`src/rtl/gpa_fhdo_spi_ctrl.sv`:
```
// SPI controller for the GPA-FHDO DAC board: one command word -> one or more DAC frames.
// Define GPA_FHDO_READBACK_EN to build the SDI capture path (rdata_o / rdata_valid_o).
module gpa_fhdo_spi_ctrl #(
  parameter int NUM_CH     = 4,
  parameter int FRAME_BITS = 24,
  parameter int DIV_W      = 6
) (
  input  logic                  clk,
  input  logic                  rst,
  input  logic [31:0]           data_i,
  input  logic                  valid_i,
  output logic                  ready_o,
  input  logic [DIV_W-1:0]      spi_clk_div_i,
  output logic                  fhd_clk_o,
  output logic                  fhd_sdo_o,
  output logic                  fhd_csn_o,
  input  logic                  fhd_sdi_i,
  output logic                  busy_o,
  output logic                  err_o,
  output logic [FRAME_BITS-1:0] rdata_o,
  output logic                  rdata_valid_o
);

  localparam int               BIT_W    = $clog2(FRAME_BITS);
  localparam logic [BIT_W-1:0] LAST_BIT = BIT_W'(FRAME_BITS - 1);
  localparam logic [BIT_W-1:0] BIT_ONE  = BIT_W'(1);
  localparam logic [DIV_W:0]   CNT_ONE  = (DIV_W+1)'(1);
  localparam logic [2:0]       LAST_CH  = 3'(NUM_CH - 1);
  localparam logic [3:0]       NUM_CH_W = 4'(NUM_CH);

  typedef enum logic [1:0] {IDLE, LOAD, SHIFT, GAP} state_t;

  state_t                  state_q;
  logic [FRAME_BITS-1:0]   cmd_q;
  logic                    raw_q;
  logic                    bcast_q;
  logic [2:0]              ch_q;
  logic [DIV_W-1:0]        div_q;
  logic [DIV_W:0]          cnt_q;
  logic [BIT_W-1:0]        bit_q;
  logic                    low_q;
  logic [FRAME_BITS-1:0]   sr_q;
  logic                    init_done_q;
  logic                    sync_q;
  logic                    ready_q;
  logic                    err_q;
  logic                    sclk_q;
  logic                    sdo_q;
  logic                    csn_q;
  logic [FRAME_BITS-1:0]   frame_d;

  logic cmd_raw;
  logic cmd_bcast;
  logic cmd_bad;
  logic fall_stb;
  logic end_stb;

  assign cmd_raw   = data_i[25];
  assign cmd_bcast = data_i[24] && !cmd_raw;
  assign cmd_bad   = !cmd_raw && !data_i[24] && ({1'b0, data_i[18:16]} >= NUM_CH_W);

  // Until the DAC sync register has been written, every LOAD sends the sync frame first.
  always_comb begin
    frame_d = '0;
    if (!init_done_q) begin
      frame_d[17] = 1'b1;
    end else if (raw_q) begin
      frame_d = cmd_q;
    end else begin
      frame_d[19]    = 1'b1;
      frame_d[18:16] = ch_q;
      frame_d[15:0]  = cmd_q[15:0];
    end
  end

  assign fall_stb = (state_q == SHIFT) && (cnt_q == '0) && !low_q;
  assign end_stb  = (state_q == SHIFT) && (cnt_q == '0) && low_q && (bit_q == '0);

  always_ff @(posedge clk) begin
    if (rst) begin
      state_q     <= IDLE;
      cmd_q       <= '0;
      raw_q       <= 1'b0;
      bcast_q     <= 1'b0;
      ch_q        <= '0;
      div_q       <= '0;
      cnt_q       <= '0;
      bit_q       <= '0;
      low_q       <= 1'b0;
      sr_q        <= '0;
      init_done_q <= 1'b0;
      sync_q      <= 1'b0;
      ready_q     <= 1'b1;
      err_q       <= 1'b0;
      sclk_q      <= 1'b1;
      sdo_q       <= 1'b0;
      csn_q       <= 1'b1;
    end else begin
      err_q <= 1'b0;
      case (state_q)
        IDLE: begin
          if (valid_i) begin
            if (cmd_bad) begin
              err_q <= 1'b1;
            end else begin
              state_q <= LOAD;
              ready_q <= 1'b0;
              csn_q   <= 1'b0;
              cmd_q   <= data_i[FRAME_BITS-1:0];
              raw_q   <= cmd_raw;
              bcast_q <= cmd_bcast;
              ch_q    <= cmd_bcast ? 3'd0 : data_i[18:16];
              div_q   <= spi_clk_div_i;
              cnt_q   <= {1'b0, spi_clk_div_i};
            end
          end
        end
        // LOAD doubles as the CS-to-first-bit setup time of H cycles.
        LOAD: begin
          if (cnt_q != '0) begin
            cnt_q <= cnt_q - CNT_ONE;
          end else begin
            state_q <= SHIFT;
            sdo_q   <= frame_d[FRAME_BITS-1];
            sr_q    <= {frame_d[FRAME_BITS-2:0], 1'b0};
            sync_q  <= !init_done_q;
            bit_q   <= LAST_BIT;
            low_q   <= 1'b0;
            cnt_q   <= {1'b0, div_q};
          end
        end
        SHIFT: begin
          if (cnt_q != '0) begin
            cnt_q <= cnt_q - CNT_ONE;
          end else if (!low_q) begin
            sclk_q <= 1'b0;
            low_q  <= 1'b1;
            cnt_q  <= {1'b0, div_q};
          end else begin
            sclk_q <= 1'b1;
            low_q  <= 1'b0;
            if (bit_q == '0) begin
              csn_q   <= 1'b1;
              sdo_q   <= 1'b0;
              state_q <= GAP;
              cnt_q   <= {div_q, 1'b1};
            end else begin
              bit_q <= bit_q - BIT_ONE;
              sdo_q <= sr_q[FRAME_BITS-1];
              sr_q  <= {sr_q[FRAME_BITS-2:0], 1'b0};
              cnt_q <= {1'b0, div_q};
            end
          end
        end
        GAP: begin
          if (cnt_q != '0) begin
            cnt_q <= cnt_q - CNT_ONE;
          end else if (sync_q) begin
            init_done_q <= 1'b1;
            sync_q      <= 1'b0;
            state_q     <= LOAD;
            csn_q       <= 1'b0;
            cnt_q       <= {1'b0, div_q};
          end else if (bcast_q && (ch_q < LAST_CH)) begin
            ch_q    <= ch_q + 3'd1;
            state_q <= LOAD;
            csn_q   <= 1'b0;
            cnt_q   <= {1'b0, div_q};
          end else begin
            state_q <= IDLE;
            ready_q <= 1'b1;
          end
        end
        default: state_q <= IDLE;
      endcase
    end
  end

  assign ready_o   = ready_q;
  assign busy_o    = !ready_q;
  assign err_o     = err_q;
  assign fhd_clk_o = sclk_q;
  assign fhd_sdo_o = sdo_q;
  assign fhd_csn_o = csn_q;

`ifdef GPA_FHDO_READBACK_EN
  logic [FRAME_BITS-1:0] rd_sr_q;
  logic [FRAME_BITS-1:0] rdata_q;
  logic                  rvalid_q;

  // SDI is sampled on the same clk edge that drives SCLK low; the last bit is in by CS rise.
  always_ff @(posedge clk) begin
    if (rst) begin
      rd_sr_q  <= '0;
      rdata_q  <= '0;
      rvalid_q <= 1'b0;
    end else begin
      rvalid_q <= 1'b0;
      if (fall_stb) begin
        rd_sr_q <= {rd_sr_q[FRAME_BITS-2:0], fhd_sdi_i};
      end
      if (end_stb) begin
        rdata_q  <= rd_sr_q;
        rvalid_q <= 1'b1;
      end
    end
  end

  assign rdata_o       = rdata_q;
  assign rdata_valid_o = rvalid_q;

  logic unused_bits;
  assign unused_bits = ^data_i[31:26];
`else
  assign rdata_o       = '0;
  assign rdata_valid_o = 1'b0;

  logic unused_bits;
  assign unused_bits = ^{data_i[31:26], fhd_sdi_i, fall_stb, end_stb};
`endif

endmodule

```
`config.mk`:
```
export PLATFORM = sky130hd
export DESIGN_NAME = gpa_fhdo_spi_ctrl
export DESIGN_NICKNAME = d
export VERILOG_FILES = /design/src/rtl/gpa_fhdo_spi_ctrl.sv
export SDC_FILE = /design/constraint.sdc
export NUM_CORES = 1
export LEC_CHECK = 0
export CORE_ASPECT_RATIO = 0.7
export CORE_UTILIZATION = 55
export DETAILED_ROUTE_END_ITERATION = 10
export GPL_ROUTABILITY_DRIVEN = 1
export PLACE_DENSITY = 0.87
export REMOVE_ABC_BUFFERS = 1
export SYNTH_ARGS = -nofsm -noshare
export SYNTH_HDL_FRONTEND = slang
export SYNTH_SLANG_ARGS = --single-unit
export TNS_END_PERCENT = 50
```
`constraint.sdc`:
```
create_clock -name clk -period 5.94 [get_ports clk]
set_clock_uncertainty 0.1 [all_clocks]
set_input_delay 0.891 -clock clk [delete_from_list [all_inputs] [get_ports clk]]
set_output_delay 0.891 -clock clk [all_outputs]
set_load 0.05 [all_outputs]
```
==> qor.yml, run 1 <==
grt:
  use_met2_pct: 40.7
  top_usage_layer: "met2"
  track_usage_pct: 25.5
  use_met1_pct: 34.0
  met3_usage_pct: 5.84
  grt_pass1_vias: 3171
  grt_pass1_wl_um: 14800
  grt_overflow_total: 0
  grt_max_degree: 53
  antenna_found_initial: 0
layout:
  multi_input_area_um2: 2060
  ff_latch_area_um2: 1600
  antenna_cells: 0
  final_area_um2: 4440
  drive_above_1_share_pct: 7.30
  nets: 553
  area_delta_synth_final_pct: 12.2
  fillers: 561
detailed_routing:
  drc_errors: 0
  via_per_inst: 5.85
  wl_per_cell_um: 15.4
  drtPass1Iterations: 10
  drt_iter0_drc: 331
  routed_wirelength_um: 9280
  vias: 3514
  antenna_left: 0
timing:
  fmax_ghz: 0.338
  slew-limit-headroom_pct: 22.1
  setup_viol: 0
  hold_violations: 0
  setup_tns_ns: 0
  timing.final.crit_period_ns: 2.96
  period_share_pct: 49.8
  drv_slew: 0
  worstMarginPinSlew_ns: 1.16
  rsz0062_at_grt: "no"
clock_network:
  numCtsBuffers: 9
  cts_resized: 0
  hold_buffers: 0
  ctsLongestPathBuffers: 2
  clk_pin_slew_ns: 0.09
  cts_tree: "done"
  htree_levels: 3
  clock-root-buffer: "clkbuf_8"
  clock_latency_ns: 0.36
  cts_setup_buffers: 0
  cts.sinks: 80
pwr:
  p_total_mw: 2.00
  vdd_drop_max_uv: 227
  leakagePower_nw: 1.67
  p_per_area_nw_per_um2: 451
floorplan:
  dieArea_um2: 7540
  fp-row-count: 25
  initial_core_util_pct: 57.8
  core_area_um2: 6850
  die_w_um: 103
  io_pins: 73
  die_h_um: 73.0
critical_path:
  path_cells: "clkdlybuf4s50_1, or3b_1, a21boi_2, a31oi_1, nand2_1, o32ai_1"
  cp_data_required_time_ns: 6.11
  cp_slowest_stage_delay_ns: 0.87
  cp.arrival_ns: 3.13
  slowest_stage: "a31oi_1"
  cp-end-kind: "register"
  critPathLaunchType: "primary input"
  critPathMaxFanout: 12
  critical_path_class: "primary input to register"
synthesis:
  synth_top_area_share_pct: 40.5
  syn_area_um2: 3960
  yosysSeqAreaShare_pct: 40.5
  yosys_most_used_dff: "dfxtp_1"
  synth.most_common_cell: "nand2_1"
  synth_warnings: 0
  syn_inst: 480
  yosysTopAreaCell: "dfxtp_1"
  synth_commonest_cells: "nand2_1, dfxtp_1, a21oi_1"
  synth-async-reset-ratio_pct: 0
  synth_area_leaders: "dfxtp_1, nand2_1, a21oi_1, buf_4, a222oi_1"
  synth_edf_count: 0
  ys_types: 63
  ys_ff_latch: 80
  postSynthAreaPerCell_um2: 8.24
worst_hold_path:
  hp-class: "register to register"
placement:
  portBuffers: 40
  gp_congestion: 0.826
  hpwl_um: 6080
  placed_area_um2: 4250
status:
  status: "finished clean"
flow_run:
  maxCapViolCount: 0
## through the flow
| stage | utilization [%] | hold WS (ns) | std cells | setup WS (ns) |
|---|---|---|---|---|
| 4_1_cts | 64.8 | 0.359 | 601 | 3.03 |
| 6_report | 64.8 | 0.360 | 601 | 2.98 |
| 2_1_floorplan | - | 0.325 | 447 | 3.27 |
| 3_5_place_dp | 62.1 | 0.343 | 585 | 2.65 |
| 5_1_grt | 64.8 | 0.379 | 601 | 2.82 |
| 3_3_place_gp | 62.1 | 0.335 | 585 | 2.73 |
## state kept, by name, summed over array words and instances (netlist names)
name / count
cmd_q: 24
sr_q: 23
cnt_q: 7
div_q: 6
bit_q: 5
ch_q: 3
state_q: 2
bcast_q: 1
err_o: 1
fhd_clk_o: 1
fhd_csn_o: 1
fhd_sdo_o: 1
init_done_q: 1
low_q: 1
raw_q: 1
ready_o: 1
sync_q: 1
## cell families (layout without fill, tap and decap cells)
family / count (synthesis) / in the layout / synth area share, %
and+or+nand+nor: 183 / 183 / 21.4
adders and majority gates: 9 / 9 / 2.85
DFF: 80 / 80 / 40.5
muxes: 6 / 6 / 1.55
buffers and inverters: 70 / 73 / 9.77
AOI/OAI and AO/OA: 126 / 126 / 22.8
other: 1 / 25 / 0.0948
xor gates and xnor gates: 5 / 5 / 1.11
## routing by layer
metal / up-vias / share of wire (%)
met4: 0 / 1.4
met2: 138 / 47
met3: 15 / 6.5
li1: 1700 / -
met1: 1661 / 45
met5: - / 0
## cell type report
cell class	instances	area share (%)
clock buffer	9	2.79
clock inverter	7	1.38
inverter	13	1.10
multi-input combinational	354	46.4
sequential	80	36.1
tap	94	2.65
timing repair buffer	44	9.58
## cells in the final DEF (no fill, tap or decap), types with 5 or more instances in the layout
master | synthesis | final
nand2_1 | 89 | 89
dfxtp_1 | 80 | 80
a21oi_1 | 52 | 52
nor2_1 | 40 | 40
clkdlybuf4s50_1 | 0 | 39
conb_1 | 1 | 25
nor3_1 | 15 | 15
a222oi_1 | 15 | 15
inv_1 | 13 | 13
ha_1 | 9 | 9
clkbuf_8 | 0 | 9
a31oi_1 | 7 | 7
o21ai_0 | 7 | 7
nand3_1 | 6 | 6
nor2b_1 | 6 | 5
mux2i_1 | 5 | 5
nand4_1 | 5 | 5
## critical path, delay by kind of cell
family	cells	cell delay [ns]
AO/OA/AOI/OAI	3	1.32
AND/OR/NAND/NOR	2	0.46
buffers and inverters	1	0.45
## final timing paths
kind / startpoint / end / slack (ns) / depth (start not counted)
setup / recovery: data_i[18] / cnt_q[2] / 2.98 / 6
hold / removal: cmd_q[1] / cmd_q[1] / 0.36 / 2
setup reg to reg: cnt_q[0] / cnt_q[2] / 3.06 / 7
hold reg to reg: cmd_q[1] / cmd_q[1] / 0.36 / 2
## power breakdown
| part | total (mW) | switching [mW] | internal [mW] |
|---|---|---|---|
| Sequential | 0.720 | 0.0899 | 0.630 |
| Combinational | 0.898 | 0.577 | 0.321 |
| Clock | 0.383 | 0.223 | 0.160 |
Note: power is estimated with default switching activity, not from simulation.
==> inputs of run 2 (changes only) <==
- CORE_UTILIZATION: 55 -> 47
- PLACE_DENSITY: 0.87 -> 0.8
- clock period: 5.94 -> 2.6 ns (I/O delays scaled with it)
==> run 2 against run 1 <==
- the flow now finishes with violations (design-rule violations)
- flip-flop and latch count unchanged
- register-to-register slack worse by 2.8 ns
- cell area rose by 5.4%
- die area is 17% higher
- largest cell class unchanged
==> qor.yml, run 2 (same netlist as run 1, synthesis figures left out) <==
timing:
  rsz0062_at_grt: "no"
  final.setup.worst_slack_ns: 0.293  # -2.69 ns
  slew-limit-headroom_pct: 61.5  # +39 points
  drv_slew: 0  # unchanged
  worstMarginPinSlew_ns: 0.577  # -0.586 ns
  fmax_ghz: 0.433
  period_share_pct: 88.7
  timing.final.crit_period_ns: 2.31
  setup_tns_ns: 0  # unchanged
  setup_viol: 0  # unchanged
  hold_violations: 0  # unchanged
critical_path:
  r2r_cells: 8  # +1
  reg2reg_slack_ns: 0.29  # -2.77 ns
  cp_data_required_time_ns: 2.72  # -3.39 ns
  critical_path_class: "register to register"
  crit-reg2reg-launch: "cnt_q[0]"
  critPathLaunchType: "register"
  cp-end-kind: "register"
  critPathMaxFanout: 10  # -2
  crit-reg2reg-capture: "ch_q[1]"
  cp.arrival_ns: 2.43  # -0.70 ns
pwr:
  leakagePower_nw: 1.81  # +7.9%
  p_per_area_nw_per_um2: 1090  # +140%
  vdd_drop_max_uv: 544  # +140%
detailed_routing:
  via_per_inst: 5.76  # -1.5%
  vias: 3584  # +2.0%
  drc_errors: 3  # +3
  antenna_left: 0  # unchanged
  routed_wirelength_um: 9540  # +2.9%
  drtPass1Iterations: 9  # -1
  wl_per_cell_um: 15.3  # -0.61%
  drt_iter0_drc: 334  # +0.91%
layout:
  reg_top3: "cmd_q: 24 flops, sr_q: 23 flops, cnt_q: 7 flops"
  area_delta_synth_final_pct: 18.3
  max_flop_register: "cmd_q"
  drive_above_1_share_pct: 9.60  # +2.3 points
  antenna_cells: 0  # unchanged
  final_common_cell: "nand2_1"
  final_cell_mix: "nand2_1, dfxtp_1, a21oi_1"
  largest_register_ffs: 24  # unchanged
  final_util_pct: 58.4  # -6.4 points
  nets: 567  # +2.5%
grt:
  track_usage_pct: 22.3  # -3.2 points
  antenna_found_initial: 0  # unchanged
  grt_pass1_vias: 3181  # +0.32%
  grt_pass1_wl_um: 15500  # +4.9%
  grt_max_degree: 38  # -28%
  grt_overflow_total: 0  # unchanged
clock_network:
  cts_tree: "done"
  cts.sinks: 80  # unchanged
  ctsLongestPathBuffers: 2  # unchanged
  clock-root-buffer: "clkbuf_16"
  cts_setup_buffers: 0  # unchanged
  clock_latency_ns: 0.34  # -0.02 ns
  numCtsBuffers: 9  # unchanged
  htree_levels: 3  # unchanged
  cts_resized: 0  # unchanged
  hold_buffers: 0  # unchanged
  clk_pin_slew_ns: 0.06  # -0.03 ns
floorplan:
  fp-row-count: 27  # +8.0%
  core_area_um2: 8010  # +17%
  io_pins: 73  # unchanged
  die_w_um: 112  # +8.0%
  die_h_um: 78.8  # +7.9%
  dieArea_um2: 8790  # +17%
  initial_core_util_pct: 49.4  # -8.3 points
status:
  status: "complete, but fails checks"
  violations: "design-rule violations"
worst_hold_path:
  hold_path_depth: 2  # unchanged
  hp-class: "register to register"
  min_from: "sr_q[18]"
  holdPathEnd: "sr_q[19]"
placement:
  gp_congestion: 0.912  # +10%
  place_worst_setup_slack_ns: 0.266  # -2.38 ns
  portBuffers: 40  # unchanged
  hpwl_um: 6660  # +9.5%
flow_run:
  maxCapViolCount: 0  # unchanged
[run 2: cell count changes in the layout (fill, tap and decap cells not counted), sizes merged]
cell | previous run | this run
buf | 5 | 19
bufinv | 0 | 1
clkbuf | 9 | 11
clkinv | 1 | 3
clkinvlp | 2 | 1
inv | 17 | 13
[run 2: stage by stage]
stage	hold WS [ns]	instances	cell area, um^2	power, mW
5_1_grt	0.369	622	4680	5.39
3_3_place_gp	0.339	606	4380	3.70
6_report	0.355	622	4680	5.08
4_1_cts	0.353	622	4680	5.07
2_1_floorplan	0.325	447	3710	3.12
3_5_place_dp	0.347	606	4380	3.80
[run 2: worst max-delay path by stage]
stage,startpoint,endpoint,slack (ns)
final,cnt_q[0],ch_q[1],0.29
after detailed placement,data_i[18],cnt_q[2],0.27
after global routing,cnt_q[0],ch_q[2],0.08
after CTS,cnt_q[0],ch_q[1],0.31
after floorplan,cnt_q[0],cnt_q[2],0.23
after global placement,data_i[18],cnt_q[2],0.31
[run 2: cell type report]
type / instances / area, um^2
inverters: 13 / 48.8
clock inverters: 5 / 56.3
flip-flops and latches: 80 / 1600
well taps: 101 / 126
multi-input cells: 354 / 2060
fillers: 715 / 3330
repair buffers: 58 / 543
clock buffers: 11 / 243
[run 2: critical path, cell delays in order, from the launching register on]
cell,delay [ns]
dfxtp_1,0.34
inv_1,0.06
ha_1,0.21
nor4b_4,0.33
and2_2,0.35
buf_4,0.20
a41oi_2,0.18
a2111oi_2,0.34
nor3_1,0.08
[run 2: where the power goes]
group	switching [mW]	internal [mW]	leakage (nW)
clock	0.498	0.768	0.145
sequential	0.203	1.44	0.653
combinational	1.34	0.834	1.01
[run 2: per-layer routing]
| layer | global-route usage [%] | part of all wire [%] | vias up | wire length, um |
|---|---|---|---|---|
| met5 | 0 | 0 | - | 0 |
| met1 | 30.3 | 46 | 1683 | 4400 |
| met3 | 6.79 | 8.4 | 15 | 800 |
| met2 | 33.0 | 44 | 151 | 4190 |
| met4 | 8.78 | 1.6 | 0 | 154 |
| li1 | - | - | 1735 | - |
